`src/rtl/float_to_float_signed_pipe_pkg.sv`:
```
// Shared float definitions: classification, status flags and exponent helpers
// for the Float -> FloatSigned converter.
package FloatDef;

    typedef enum logic [1:0] {
        CLS_ZERO,
        CLS_INF,
        CLS_NAN,
        CLS_NORM
    } FloatClass;

    typedef struct packed {
        logic overflow;
        logic underflow;
        logic inexact;
        logic invalid;
    } StatusFlags;

    function automatic int getExpBias(input int expW);
        return (1 << (expW - 1)) - 1;
    endfunction

    function automatic int getSignedExpMax(input int expW);
        return (1 << (expW - 1)) - 1;
    endfunction

    function automatic int getSignedExpMin(input int expW);
        return -(1 << (expW - 1));
    endfunction

endpackage

```
`src/rtl/float_to_float_signed_pipe_if.sv`:
```
// Handshaked operand/result bundles: IEEE-style Float in, FloatSigned out.
interface FloatIf #(
    parameter int EXP  = 8,
    parameter int FRAC = 23
);
    logic            sign;
    logic [EXP-1:0]  exponent;
    logic [FRAC-1:0] fraction;
    logic            inValid;
    logic            inReady;

    modport master (output sign, exponent, fraction, inValid, input inReady);
    modport slave  (input sign, exponent, fraction, inValid, output inReady);
endinterface

interface FloatSignedIf #(
    parameter int SIGNED_EXP  = 3,
    parameter int SIGNED_FRAC = 8
);
    logic                   sign;
    logic                   isInf;
    logic                   isZero;
    logic [SIGNED_EXP-1:0]  exp;
    logic [SIGNED_FRAC-1:0] frac;
    logic                   outValid;
    logic                   outReady;
    logic                   overflow;
    logic                   underflow;
    logic                   inexact;
    logic                   invalid;

    modport master (output sign, isInf, isZero, exp, frac, outValid,
                    overflow, underflow, inexact, invalid, input outReady);
    modport slave  (input sign, isInf, isZero, exp, frac, outValid,
                    overflow, underflow, inexact, invalid, output outReady);
endinterface

```
`src/rtl/float_to_float_signed_pipe_rne.sv`:
```
// Round-to-nearest-even of an IN_W-bit fraction down to OUT_W bits; carry
// flags a round-up that overflowed the kept field (fracOut is then zero).
module RoundNearestEven #(
    parameter int IN_W  = 23,
    parameter int OUT_W = 8
) (
    input  logic [IN_W-1:0]  fracIn,
    output logic [OUT_W-1:0] fracOut,
    output logic             carry,
    output logic             inexact
);
    localparam int DROP = IN_W - OUT_W;

    logic           guard;
    logic           sticky;
    logic           roundUp;
    logic [OUT_W:0] sum;

    assign guard = fracIn[DROP-1];

    generate
        if (DROP > 1) begin : gSticky
            assign sticky = |fracIn[DROP-2:0];
        end else begin : gNoSticky
            assign sticky = 1'b0;
        end
    endgenerate

    // Ties go up only when the kept LSB is odd.
    assign roundUp        = guard & (sticky | fracIn[DROP]);
    assign sum            = {1'b0, fracIn[IN_W-1:DROP]} + {{OUT_W{1'b0}}, roundUp};
    assign {carry, fracOut} = sum;
    assign inexact        = guard | sticky;
endmodule

```
`src/rtl/float_to_float_signed_pipe.sv`:
```
// Two-stage Float -> FloatSigned converter: S1 classifies and unbiases,
// S2 rounds, clamps to the signed exponent range and holds the result.
module float_to_float_signed_pipe
    import FloatDef::*;
#(
    parameter int EXP         = 8,
    parameter int FRAC        = 23,
    parameter int SIGNED_EXP  = 3,
    parameter int SIGNED_FRAC = 8
) (
    input  logic          clock,
    input  logic          resetn,
    FloatIf.slave         in,
    FloatSignedIf.master  out
);
    localparam logic        [EXP:0] BIAS  = (EXP+1)'(getExpBias(EXP));
    localparam logic signed [EXP:0] E_MAX = (EXP+1)'(getSignedExpMax(SIGNED_EXP));
    localparam logic signed [EXP:0] E_MIN = (EXP+1)'(getSignedExpMin(SIGNED_EXP));

    logic                   s1Valid, s1Sign;
    FloatClass              s1Class, inClass;
    logic signed [EXP:0]    s1E;
    logic [FRAC-1:0]        s1Frac;

    logic                   s2Valid, s2Adv;
    logic                   s2Sign, s2Inf, s2Zero;
    logic [SIGNED_EXP-1:0]  s2Exp;
    logic [SIGNED_FRAC-1:0] s2Frac;
    StatusFlags             s2Flags;

    // Ready is gated by resetn so nothing is accepted while reset is held.
    assign s2Adv      = !s2Valid || out.outReady;
    assign in.inReady = resetn && (!s1Valid || s2Adv);

    always_comb begin
        inClass = CLS_NORM;
        if (in.exponent == '0)
            inClass = CLS_ZERO;
        else if (&in.exponent)
            inClass = (in.fraction == '0) ? CLS_INF : CLS_NAN;
    end

    always_ff @(posedge clock) begin
        if (!resetn) begin
            s1Valid <= 1'b0;
            s1Sign  <= 1'b0;
            s1Class <= CLS_ZERO;
            s1E     <= '0;
            s1Frac  <= '0;
        end else if (in.inReady) begin
            s1Valid <= in.inValid;
            if (in.inValid) begin
                s1Sign  <= in.sign;
                s1Class <= inClass;
                s1E     <= {1'b0, in.exponent} - BIAS;
                s1Frac  <= in.fraction;
            end
        end
    end

    logic [SIGNED_FRAC-1:0] rndFrac;
    logic                   rndCarry, rndInexact;
    logic signed [EXP:0]    eRnd;

    RoundNearestEven #(.IN_W(FRAC), .OUT_W(SIGNED_FRAC)) uRound (
        .fracIn  (s1Frac),
        .fracOut (rndFrac),
        .carry   (rndCarry),
        .inexact (rndInexact)
    );

    // EXP+1 bits hold the largest normal exponent plus a rounding carry.
    assign eRnd = s1E + (EXP+1)'(rndCarry);

    logic                   nSign, nInf, nZero;
    logic [SIGNED_EXP-1:0]  nExp;
    logic [SIGNED_FRAC-1:0] nFrac;
    StatusFlags             nFlags;

    always_comb begin
        nSign  = s1Sign;
        nInf   = 1'b0;
        nZero  = 1'b0;
        nExp   = '0;
        nFrac  = '0;
        nFlags = '0;
        case (s1Class)
            CLS_ZERO: begin
                nZero            = 1'b1;
                nFlags.underflow = |s1Frac;
                nFlags.inexact   = |s1Frac;
            end
            CLS_INF, CLS_NAN: begin
                nSign          = 1'b0;
                nInf           = 1'b1;
                nFlags.invalid = (s1Class == CLS_NAN);
            end
            default: begin
                if (eRnd > E_MAX) begin
                    nSign           = 1'b0;
                    nInf            = 1'b1;
                    nFlags.overflow = 1'b1;
                    nFlags.inexact  = 1'b1;
                end else if (eRnd < E_MIN) begin
                    nZero            = 1'b1;
                    nFlags.underflow = 1'b1;
                    nFlags.inexact   = 1'b1;
                end else begin
                    nExp           = eRnd[SIGNED_EXP-1:0];
                    nFrac          = rndFrac;
                    nFlags.inexact = rndInexact;
                end
            end
        endcase
    end

    always_ff @(posedge clock) begin
        if (!resetn) begin
            s2Valid <= 1'b0;
            s2Sign  <= 1'b0;
            s2Inf   <= 1'b0;
            s2Zero  <= 1'b1;
            s2Exp   <= '0;
            s2Frac  <= '0;
            s2Flags <= '0;
        end else if (s2Adv) begin
            s2Valid <= s1Valid;
            if (s1Valid) begin
                s2Sign  <= nSign;
                s2Inf   <= nInf;
                s2Zero  <= nZero;
                s2Exp   <= nExp;
                s2Frac  <= nFrac;
                s2Flags <= nFlags;
            end
        end
    end

    assign out.outValid  = s2Valid;
    assign out.sign      = s2Sign;
    assign out.isInf     = s2Inf;
    assign out.isZero    = s2Zero;
    assign out.exp       = s2Exp;
    assign out.frac      = s2Frac;
    assign out.overflow  = s2Flags.overflow;
    assign out.underflow = s2Flags.underflow;
    assign out.inexact   = s2Flags.inexact;
    assign out.invalid   = s2Flags.invalid;
endmodule

```
`src/flat_wrapper.sv`:
```
// flat-port wrapper written by rule: the top's interface ports become plain ports
module float_to_float_signed_pipe_flat import FloatDef::*;
#(
    parameter int EXP         = 8,
    parameter int FRAC        = 23,
    parameter int SIGNED_EXP  = 3,
    parameter int SIGNED_FRAC = 8
)
  (clock, resetn, in_sign, in_exponent, in_fraction, in_inValid, in_inReady, out_sign, out_isInf, out_isZero, out_exp, out_frac, out_outValid, out_overflow, out_underflow, out_inexact, out_invalid, out_outReady);
  FloatIf #(.EXP(EXP), .FRAC(FRAC)) in_i ();
  FloatSignedIf #(.SIGNED_EXP(SIGNED_EXP), .SIGNED_FRAC(SIGNED_FRAC)) out_i ();
  input  logic clock;
  input  logic resetn;
  input wire logic [$bits(in_i.sign)-1:0] in_sign;
  input wire logic [$bits(in_i.exponent)-1:0] in_exponent;
  input wire logic [$bits(in_i.fraction)-1:0] in_fraction;
  input wire logic [$bits(in_i.inValid)-1:0] in_inValid;
  output wire logic [$bits(in_i.inReady)-1:0] in_inReady;
  output wire logic [$bits(out_i.sign)-1:0] out_sign;
  output wire logic [$bits(out_i.isInf)-1:0] out_isInf;
  output wire logic [$bits(out_i.isZero)-1:0] out_isZero;
  output wire logic [$bits(out_i.exp)-1:0] out_exp;
  output wire logic [$bits(out_i.frac)-1:0] out_frac;
  output wire logic [$bits(out_i.outValid)-1:0] out_outValid;
  output wire logic [$bits(out_i.overflow)-1:0] out_overflow;
  output wire logic [$bits(out_i.underflow)-1:0] out_underflow;
  output wire logic [$bits(out_i.inexact)-1:0] out_inexact;
  output wire logic [$bits(out_i.invalid)-1:0] out_invalid;
  input wire logic [$bits(out_i.outReady)-1:0] out_outReady;
  assign in_i.sign = in_sign;
  assign in_i.exponent = in_exponent;
  assign in_i.fraction = in_fraction;
  assign in_i.inValid = in_inValid;
  assign in_inReady = in_i.inReady;
  assign out_sign = out_i.sign;
  assign out_isInf = out_i.isInf;
  assign out_isZero = out_i.isZero;
  assign out_exp = out_i.exp;
  assign out_frac = out_i.frac;
  assign out_outValid = out_i.outValid;
  assign out_overflow = out_i.overflow;
  assign out_underflow = out_i.underflow;
  assign out_inexact = out_i.inexact;
  assign out_invalid = out_i.invalid;
  assign out_i.outReady = out_outReady;
  float_to_float_signed_pipe #(.EXP(EXP), .FRAC(FRAC), .SIGNED_EXP(SIGNED_EXP), .SIGNED_FRAC(SIGNED_FRAC)) u_core (.clock(clock), .resetn(resetn), .in(in_i), .out(out_i));
endmodule
```
`config.mk`:
```
export PLATFORM = sky130hd
export DESIGN_NAME = float_to_float_signed_pipe_flat
export DESIGN_NICKNAME = d
export VERILOG_FILES = /design/src/rtl/float_to_float_signed_pipe_pkg.sv /design/src/rtl/float_to_float_signed_pipe_if.sv /design/src/rtl/float_to_float_signed_pipe_rne.sv /design/src/rtl/float_to_float_signed_pipe.sv /design/src/flat_wrapper.sv
export SDC_FILE = /design/constraint.sdc
export NUM_CORES = 1
export LEC_CHECK = 0
export ABC_AREA = 1
export CAP_MARGIN = 20
export CORE_AREA = 2 2 75 91
export DETAILED_ROUTE_END_ITERATION = 16
export DIE_AREA = 0 0 77 93
export PLACE_DENSITY = 0.7
export SLEW_MARGIN = 20
export SYNTH_ARGS = -nofsm -noshare
export SYNTH_HDL_FRONTEND = slang
export SYNTH_SLANG_ARGS = --single-unit
export TNS_END_PERCENT = 100
```
`constraint.sdc`:
```
create_clock -name clock -period 4.4 [get_ports clock]
set_input_delay 0.88 -clock clock [delete_from_list [all_inputs] [get_ports clock]]
set_output_delay 0.88 -clock clock [all_outputs]
set_load 0.1 [all_outputs]
```
# Word level (Yosys, flattened, before mapping)
# Index checks and enable logic that the tools add are counted.
[classes]
n_addsub = 3
mul = 0
div_mod_pow = 0
magnitude_cmp = 2
n_eq_ne = 2
shifts = 0
mux = 21
n_bitwise = 3
n_reduce_logical = 15
[op_table]
columns = ["cell", "n"]
rows = [
  ["$mux W8", 3],
  ["$logic_not A23 Y1", 1],
  ["$reduce_or A23 Y1", 1],
  ["$reduce_or A14 Y1", 1],
  ["$add A8 B1 Y9", 1],
  ["$add A9 B1 Y9", 1],
  ["$gt A9 B3 Y1 const B", 1],
  ["$lt A9 B3 Y1 const B", 1],
  ["$mux W3", 3],
  ["$sub A8 B7 Y9 const B", 1],
  ["$logic_not A8 Y1", 1],
  ["$mux W1", 8],
  ["$reduce_and A8 Y1", 1],
  ["$mux W2", 3],
  ["$pmux W1 S2", 3],
  ["$pmux W2 S2", 1],
  ["$reduce_and A2 Y1", 2],
  ["$reduce_or A3 Y1", 1],
  ["$eq A2 B1 Y1 const B", 1],
  ["$eq A2 B2 Y1 const B", 1],
  ["$logic_not A1 Y1", 2],
  ["$logic_not A2 Y1", 1],
  ["$logic_or A1 B1 Y1", 2],
  ["$or A1 B1 Y1", 2],
  ["3 further kinds", 3],
]
[word_totals]
reg_bits = 55
latchBits = 0
mem_bits_rw = 0
romBits = 0
output_inout_bits = 20
elab_cells = 61
n_memories = 0

# Logic depth before layout (Yosys ltp)
# Gate-level depths: netlist (run 1).
[depth]
ltp_word = 9
mapped_depth = 20

# Modules after synthesis
# Synthesis (run 1) repeated with hierarchy kept, for this count alone.
[hier_totals]
cells_unflattened = 413
area_unflattened_um2 = 2864.0
[modules_own_cells]
columns = ["mod", "instances", "cells_per_inst", "area_per_inst_um2", "seq_area_each_um2"]
rows = [
  ["float_to_float_signed_pipe", 1, 371, 2648.8, 1101.1],
  ["RoundNearestEven", 1, 42, 215.2, 0.0],
]

# Worst setup path before layout (run 1)
# Ideal clock, no wire load.
[synth_timing]
path_type = "input -> output"
from = "input port out_outReady"
to = "output port in_inReady"
arrival_ns = 1.656
slack_ns = 1.864
cell_stages = 4
path_buffers = 0
cell_sequence = "inv_1 > nand3_1 > nand2_1 > inv_1"
[synth_between]
elab_chain_len = 3
[synth_lines]
columns = ["element", "line", "source"]
rows = [
  ["from (decl)", "flat_wrapper.sv:29", "input wire logic [$bits(out_i.outReady)-1:0] out_outReady;"],
  ["$logic_or A1 B1 Y1", "float_to_float_signed_pipe.sv:32", "assign s2Adv = !s2Valid || out.outReady;"],
  ["$logic_or A1 B1 Y1", "float_to_float_signed_pipe.sv:33", "assign in.inReady = resetn && (!s1Valid || s2Adv);"],
  ["$logic_and A1 B1 Y1", "float_to_float_signed_pipe.sv:33", ""],
  ["to (decl)", "flat_wrapper.sv:18", "output wire logic [$bits(in_i.inReady)-1:0] in_inReady;"],
]
# Every way passes these cells.

# Final worst setup path (run 1)
[layout_timing]
from = "input port resetn"
to = "output port in_inReady"
[layout_between]
elab_chain_len = 1
[layout_lines]
columns = ["element", "line", "source"]
rows = [
  ["from (decl)", "flat_wrapper.sv:13", "input logic resetn;"],
  ["$logic_and A1 B1 Y1", "float_to_float_signed_pipe.sv:33", ""],
]
# Every way passes these cells.

==> results.toml, run 1 <==
[cts]
cts_sinks = 55
cts_tree = "yes"
clock-root-buffer = "clkbuf_8"
cts_buffer_depth = 2
htreeDepth = 2
cts_buffers = 5
cts_resized = 0
ctsHoldBuffers = 0
post_cts_buffers = 0
clk_pin_slew_worst_paths_ps = 90
clk_latency_ps = 310

[grt]
grt_max_degree = 64
grt_pass1_wl_um = 10100
first_global_vias = 2322
grt_use_met1_pct = 20.9
overflow = 0
busiest_layer = "met2"
antenna_found_initial = 0
grtUsageMet3_pct = 2.90
grt_util_met2_pct = 31.4
track_usage_pct = 17.2

[place]
dp_worst_setup_slack_ps = 1300
port_buffers = 55
dpl_cell_area_sq_um = 3350
hpwl_um = 4590
globalplace.congestion = 0.849

[layout]
layout_commonest_cell = "nand2_1"
diodes = 0
layout-drive-gt1-share_pct = 4.38
nFillCells = 664
final_cell_mix = "62 x nand2_1, 55 x dfxtp_1, 54 x clkdlybuf4s50_1"
multi_input_area_sq_um = 1380
area_growth_pct = 24.8
seq_area_sq_um = 1100
nets = 479
final_cell_area_sq_um = 3450

[worst_setup_path]
reg2reg_setup_slack_ps = 1600
required_ps = 3520
path_max_fanout = 34
crit_buf_inv = 4
path_delay_family = "buffers and inverters"
path_common_cell = "buf_4"
cp-start-kind = "primary input"
critPathKind = "primary input to primary output"
endpoint_kind = "primary output"
slowest_delay_ps = 460
path_cells = "clkdlybuf4s50_1 -> buf_4 -> nand2_1 -> inv_1 -> buf_4"
critPathSlowestCell = "clkdlybuf4s50_1"
arrival_ps = 2080

[floorplanning]
die_area_sq_um = 7160
die_h_um = 93
ios = 56
core_area_sq_um = 6330
initial_core_util_pct = 43.7
die_x_um = 77
row_count = 32

[drt]
wl_per_cell_um = 11.4
drt_pass1_iterations = 4
ant_nets = 0
drt_iter0_drc = 116
vias = 2580
wl_um = 5920
route.detailed.drc = 0
drt-vias-per-instance = 4.97

[sta]
period_share_pct = 67.4
slew_violations = 0
rsz0062_at_grt = "no"
hold_violations = 0
period_minus_slack_ps = 2960
finalSetupViolCount = 0
tightest_slew_ps = 966
finClkSkew_ps = 10.4
max-slew-margin-rel_pct = 35.4
tns_ps = 0
layout_setup_ws_ps = 1440
fmax_mhz = 337

[synthesis]
synth_cells = 384
synth_area_sq_um = 2760
ys_ff_latch = 55
syn_nets = 429
yosysWarningCount = 0
ys_types = 27
ys_seq_area_share_pct = 39.8
synth.area.mux_share_pct = 0
avgSynthCellArea_sq_um = 7.20
synthXorXnorAreaFrac_pct = 3.49
synth_top_family_by_area = "simple AND/OR/NAND/NOR gates"
yosys.area_share.simple_pct = 24.7
synth_compound_area_share_pct = 17.5
synthAdderAreaFrac_pct = 4.07

[power]
power_density_nw_per_um2 = 308
power.leakage_nw = 1.35
p_total_mw = 1.06
ir_worst_vdd_mv = 0.244

[min_path]
hp-class = "flop to flop"

[flow_run]
max_cap_violations = 0

[run_status]
outcome = "complete, no violations"
worst reg2reg max path, cell delays in order (launching register included):
cell and delay, ps:
dfxtp_1 360, nand2_1 80, inv_1 80, ha_1 170, nand2_1 70, nor2_1 150, nand3_1 130, nor3_1 230
ha_1 200, ha_1 200, nand2_1 120, nor2_1 110, nand3_1 70, nand2_1 110, nor2_1 60, nand3_1 70
nand2_2 160, nor2_1 180, inv_1 70, a21oi_1 110
cell families after synthesis:
| logic type | after synthesis |
|---|---|
| flip-flops | 55 |
| adder cells (fa/ha/maj) | 9 |
| XOR/XNOR | 11 |
| AO/OA/AOI/OAI | 93 |
| AND/OR/NAND/NOR | 149 |
| buffers and inverters | 67 |
final timing paths:
path	start	cells past startpoint	end
setup / recovery	resetn	5	in_inReady
hold / removal	u_core.s1Frac[2]$_SDFFE_PN0P_	2	u_core.s1Frac[2]$_SDFFE_PN0P_
hold reg to reg	u_core.s1Frac[2]$_SDFFE_PN0P_	2	u_core.s1Frac[2]$_SDFFE_PN0P_
setup reg to reg	u_core.s1Frac[14]$_SDFFE_PN0P_	19	u_core.out.overflow$_SDFFE_PN0P_
synth_stat cells:
library cell  instances  area (sq um)
a21boi_0              1          7.51
o21a_1                1          7.51
clkbuf_1             10          37.5
ha_1                  9           113
clkbuf_8              2          27.5
nand4_1              12          75.1
a41oi_1               1          8.76
nor4_1                6          37.5
buf_6                 2          22.5
nand2_1              62           233
nor2_1               25          93.8
o21ai_0              36           180
nor2_2                2          12.5
a22oi_1               1          7.51
a32o_1                1          10.0
nor3_1                5          25.0
a21oi_1              51           255
o21bai_1              1          7.51
xor2_1                9          78.8
inv_2                 2          7.51
nand3_2               3          30.0
nand3_1              30           150
nand2_2               3          18.8
dfxtp_1              55          1100
xnor2_1               2          17.5
inv_1                51           191
nor3b_1               1          7.51
layer usage:
metal / up-vias / part of all wire [%] / wire, um
met3: 7 / 3.8 / 225
met5: - / 0 / 0
li1: 1369 / - / -
met4: 0 / 1.0 / 59
met2: 52 / 49 / 2890
met1: 1152 / 46 / 2750
metrics by stage:
step | cells | hold slack (ps) | util, %
global route | 519 | 474 | 54.5
floorplan | 384 | 429 | -
detailed placement | 512 | 447 | 52.9
global placement | 512 | 440 | 52.9
CTS | 519 | 460 | 54.5
finish | 519 | 457 | 54.5
state kept, by name, summed over array words and instances, names as in the netlist:
name and flops:
u_core.out.underflow 1, u_core.out.overflow 1, u_core.s1Frac 23, u_core.out.frac 8, u_core.out.inexact 1, u_core.out.sign 1, u_core.out.exp 3, u_core.out.isInf 1
u_core.out.outValid 1, u_core.s1Valid 1, u_core.out.invalid 1, u_core.s1E 9, u_core.s1Class 2, u_core.s1Sign 1, u_core.out.isZero 1
cell type report:
| class | instances | area share (%) |
|---|---|---|
| repair buffers | 57 | 16.3 |
| clock inverters | 1 | 0.871 |
| inverters | 53 | 5.77 |
| well taps | 85 | 3.08 |
| flip-flops and latches | 55 | 31.9 |
| clock buffers | 6 | 2.10 |
| multi-input cells | 262 | 39.9 |
power by group:
group          internal, mW  switching, mW  total, mW
Clock                 0.167          0.157      0.324
Combinational        0.0737          0.120      0.193
Sequential            0.524         0.0184      0.543
Note: power is estimated with default switching activity, not from simulation.
==> inputs of run 2 (changes only) <==
--- a/config.mk
+++ b/config.mk
@@ -10,7 +10,7 @@
 export CORE_AREA = 2 2 75 91
 export DETAILED_ROUTE_END_ITERATION = 16
 export DIE_AREA = 0 0 77 93
-export PLACE_DENSITY = 0.7
+export PLACE_DENSITY = 0.73
 export SLEW_MARGIN = 20
 export SYNTH_ARGS = -nofsm -noshare
 export SYNTH_HDL_FRONTEND = slang
==> constraint.sdc (replaced) <==
create_clock -name clock -period 2.5 [get_ports clock]
set_input_delay 0.5 -clock clock [delete_from_list [all_inputs] [get_ports clock]]
set_output_delay 0.5 -clock clock [all_outputs]
set_load 0.1 [all_outputs]
==> results.toml, run 2 (same netlist as run 1, synthesis figures left out) <==
[min_path]
hold_depth = 2
hp-class = "flop to flop"

[worst_setup_path]
rr_endpoint = "u_core.out.exp[0]$_SDFFE_PN0P_"
critPathKind = "flop to flop"
crit_start = "u_core.s1Frac[14]$_SDFFE_PN0P_"
r2r-start = "u_core.s1Frac[14]$_SDFFE_PN0P_"
endpoint = "u_core.out.exp[0]$_SDFFE_PN0P_"
cp-start-kind = "flop"
arrival_ps = 2760
reg2reg_setup_slack_ps = -10
endpoint_kind = "flop"
path_max_fanout = 5
required_ps = 2750
r2r_cells = 18

[layout]
seq_area_sq_um = 1100
nets = 509
final_cell_area_sq_um = 3860
area_growth_pct = 39.7
nFillCells = 585
largest_register = "u_core.s1Frac"
multi_input_area_sq_um = 1620
final_cell_mix = "53 x nand2_1, 53 x dfxtp_1, 50 x inv_1"
largest_register_ffs = 23
layout-drive-gt1-share_pct = 22.8
diodes = 0

[sta]
finalSetupViolCount = 3
slew_violations = 0
tns_ps = -20.6
max-slew-margin-rel_pct = 69.0
period_minus_slack_ps = 2510
tightest_slew_ps = 465
layout_setup_ws_ps = -10.2
finClkSkew_ps = 4.82
fmax_mhz = 398
hold_violations = 0
period_share_pct = 100
rsz0062_at_grt = "yes"
hold_slack_ps = 457

[drt]
drt-vias-per-instance = 5.10
route.detailed.drc = 0
drt_iter0_drc = 209
wl_per_cell_um = 12.4
wl_um = 6800
vias = 2803
ant_nets = 0
drt_pass1_iterations = 4

[grt]
overflow = 0
grt_max_degree = 57
track_usage_pct = 18.9
grt_pass1_wl_um = 11200
antenna_found_initial = 0
first_global_vias = 2606

[cts]
cts_buffer_depth = 2
clock-root-buffer = "clkbuf_8"
cts_tree = "yes"
cts_buffers = 5
clk_latency_ps = 310
cts_sinks = 55
clk_pin_slew_worst_paths_ps = 100
htreeDepth = 2

[place]
port_buffers = 55
dpl_cell_area_sq_um = 3390
globalplace.congestion = 0.901
hpwl_um = 4760

[floorplanning]
die_area_sq_um = 7160
ios = 56
die_h_um = 93
die_x_um = 77
initial_core_util_pct = 43.7
row_count = 32
core_area_sq_um = 6330

[power]
ir_worst_vdd_mv = 0.355
power.leakage_nw = 1.57
power_density_nw_per_um2 = 478

[flow_run]
max_cap_violations = 0

[run_status]
outcome = "finished with violations"
violations = "setup timing"
## run 2: cell types whose count changed in the layout (fill, tap and decap cells not counted), moves of 5 or more
| cell | delta |
|---|---|
| buf_4 | +45 |
| clkdlybuf4s50_1 | -19 |
| nand2_1 | -9 |
| nand3_1 | -7 |
| nand2_4 | +6 |
| nor2_1 | -6 |
| a21oi_1 | -5 |
| a21oi_2 | +5 |
| nand2_2 | +5 |
| nor2_4 | +5 |
## run 2: per-stage QoR
step	cells	total power, mW	worst slack, ps	utilization (%)
after floorplan	384	1.20	97.0	-
after global placement	523	1.32	-4.98	53.6
after detailed placement	523	1.33	-168	53.6
after CTS	548	1.83	2.77	58.3
after global routing	550	1.94	-205	61.1
final	550	1.84	-10.2	61.1
## run 2: critical path, cell delays in order, from the launching register on
cell and delay [ps]:
dfxtp_2 350, nand2_2 70, inv_2 70, ha_4 150, nand2_4 50, nor2_4 110
nand3_4 90, nor3_4 140, ha_2 210, ha_4 160, nand2_4 80, nor2_2 130
nand3_2 90, nand2_2 90, buf_4 120, nand3_4 120, nand2_4 130, nand4_1 130
a21oi_1 140
## run 2: power breakdown
group / internal [mW] / switching [mW] / total (mW)
Combinational: 0.155 / 0.240 / 0.394
Clock: 0.195 / 0.292 / 0.487
Sequential: 0.923 / 0.0403 / 0.964
Total: 1.27 / 0.572 / 1.84
## run 2: worst min-delay path by stage
stage                                  start                            end  slack, ps
2_1_floorplan  u_core.s1Frac[0]$_SDFFE_PN0P_  u_core.s1Frac[0]$_SDFFE_PN0P_        430
3_3_place_gp   u_core.s1Frac[0]$_SDFFE_PN0P_  u_core.s1Frac[0]$_SDFFE_PN0P_        440
3_5_place_dp   u_core.s1Frac[1]$_SDFFE_PN0P_  u_core.s1Frac[1]$_SDFFE_PN0P_        450
4_1_cts        u_core.s1Frac[1]$_SDFFE_PN0P_  u_core.s1Frac[1]$_SDFFE_PN0P_        460
5_1_grt        u_core.s1Frac[7]$_SDFFE_PN0P_  u_core.s1Frac[7]$_SDFFE_PN0P_        480
6_report       u_core.s1Frac[7]$_SDFFE_PN0P_  u_core.s1Frac[7]$_SDFFE_PN0P_        460
## run 2: per-layer routing
| layer | global-route usage (%) | routed length (um) | part of all wire (%) | up-vias |
|---|---|---|---|---|
| met5 | 0 | 0 | 0 | - |
| li1 | - | - | - | 1435 |
| met4 | 6.10 | 94 | 1.4 | 0 |
| met1 | 22.9 | 3030 | 45 | 1270 |
| met3 | 4.15 | 301 | 4.4 | 13 |
| met2 | 33.3 | 3380 | 50 | 85 |
## run 2: cell type report
class                   count  share of cell area (%)
multi-input cells         264                    42.0
repair buffers             85                    19.2
inverters                  53                    5.22
flip-flops and latches     55                    28.6
clock buffers               5                    1.78
clock inverters             3                   0.518
well taps                  85                    2.75
## run 2: what timing repair did
item,CTS,global route
cloned,1,1
hold buffers,0,0
setup endpoints to repair,17,17
pin swaps,14,24
resized for setup,22,36
setup buffers,16,3
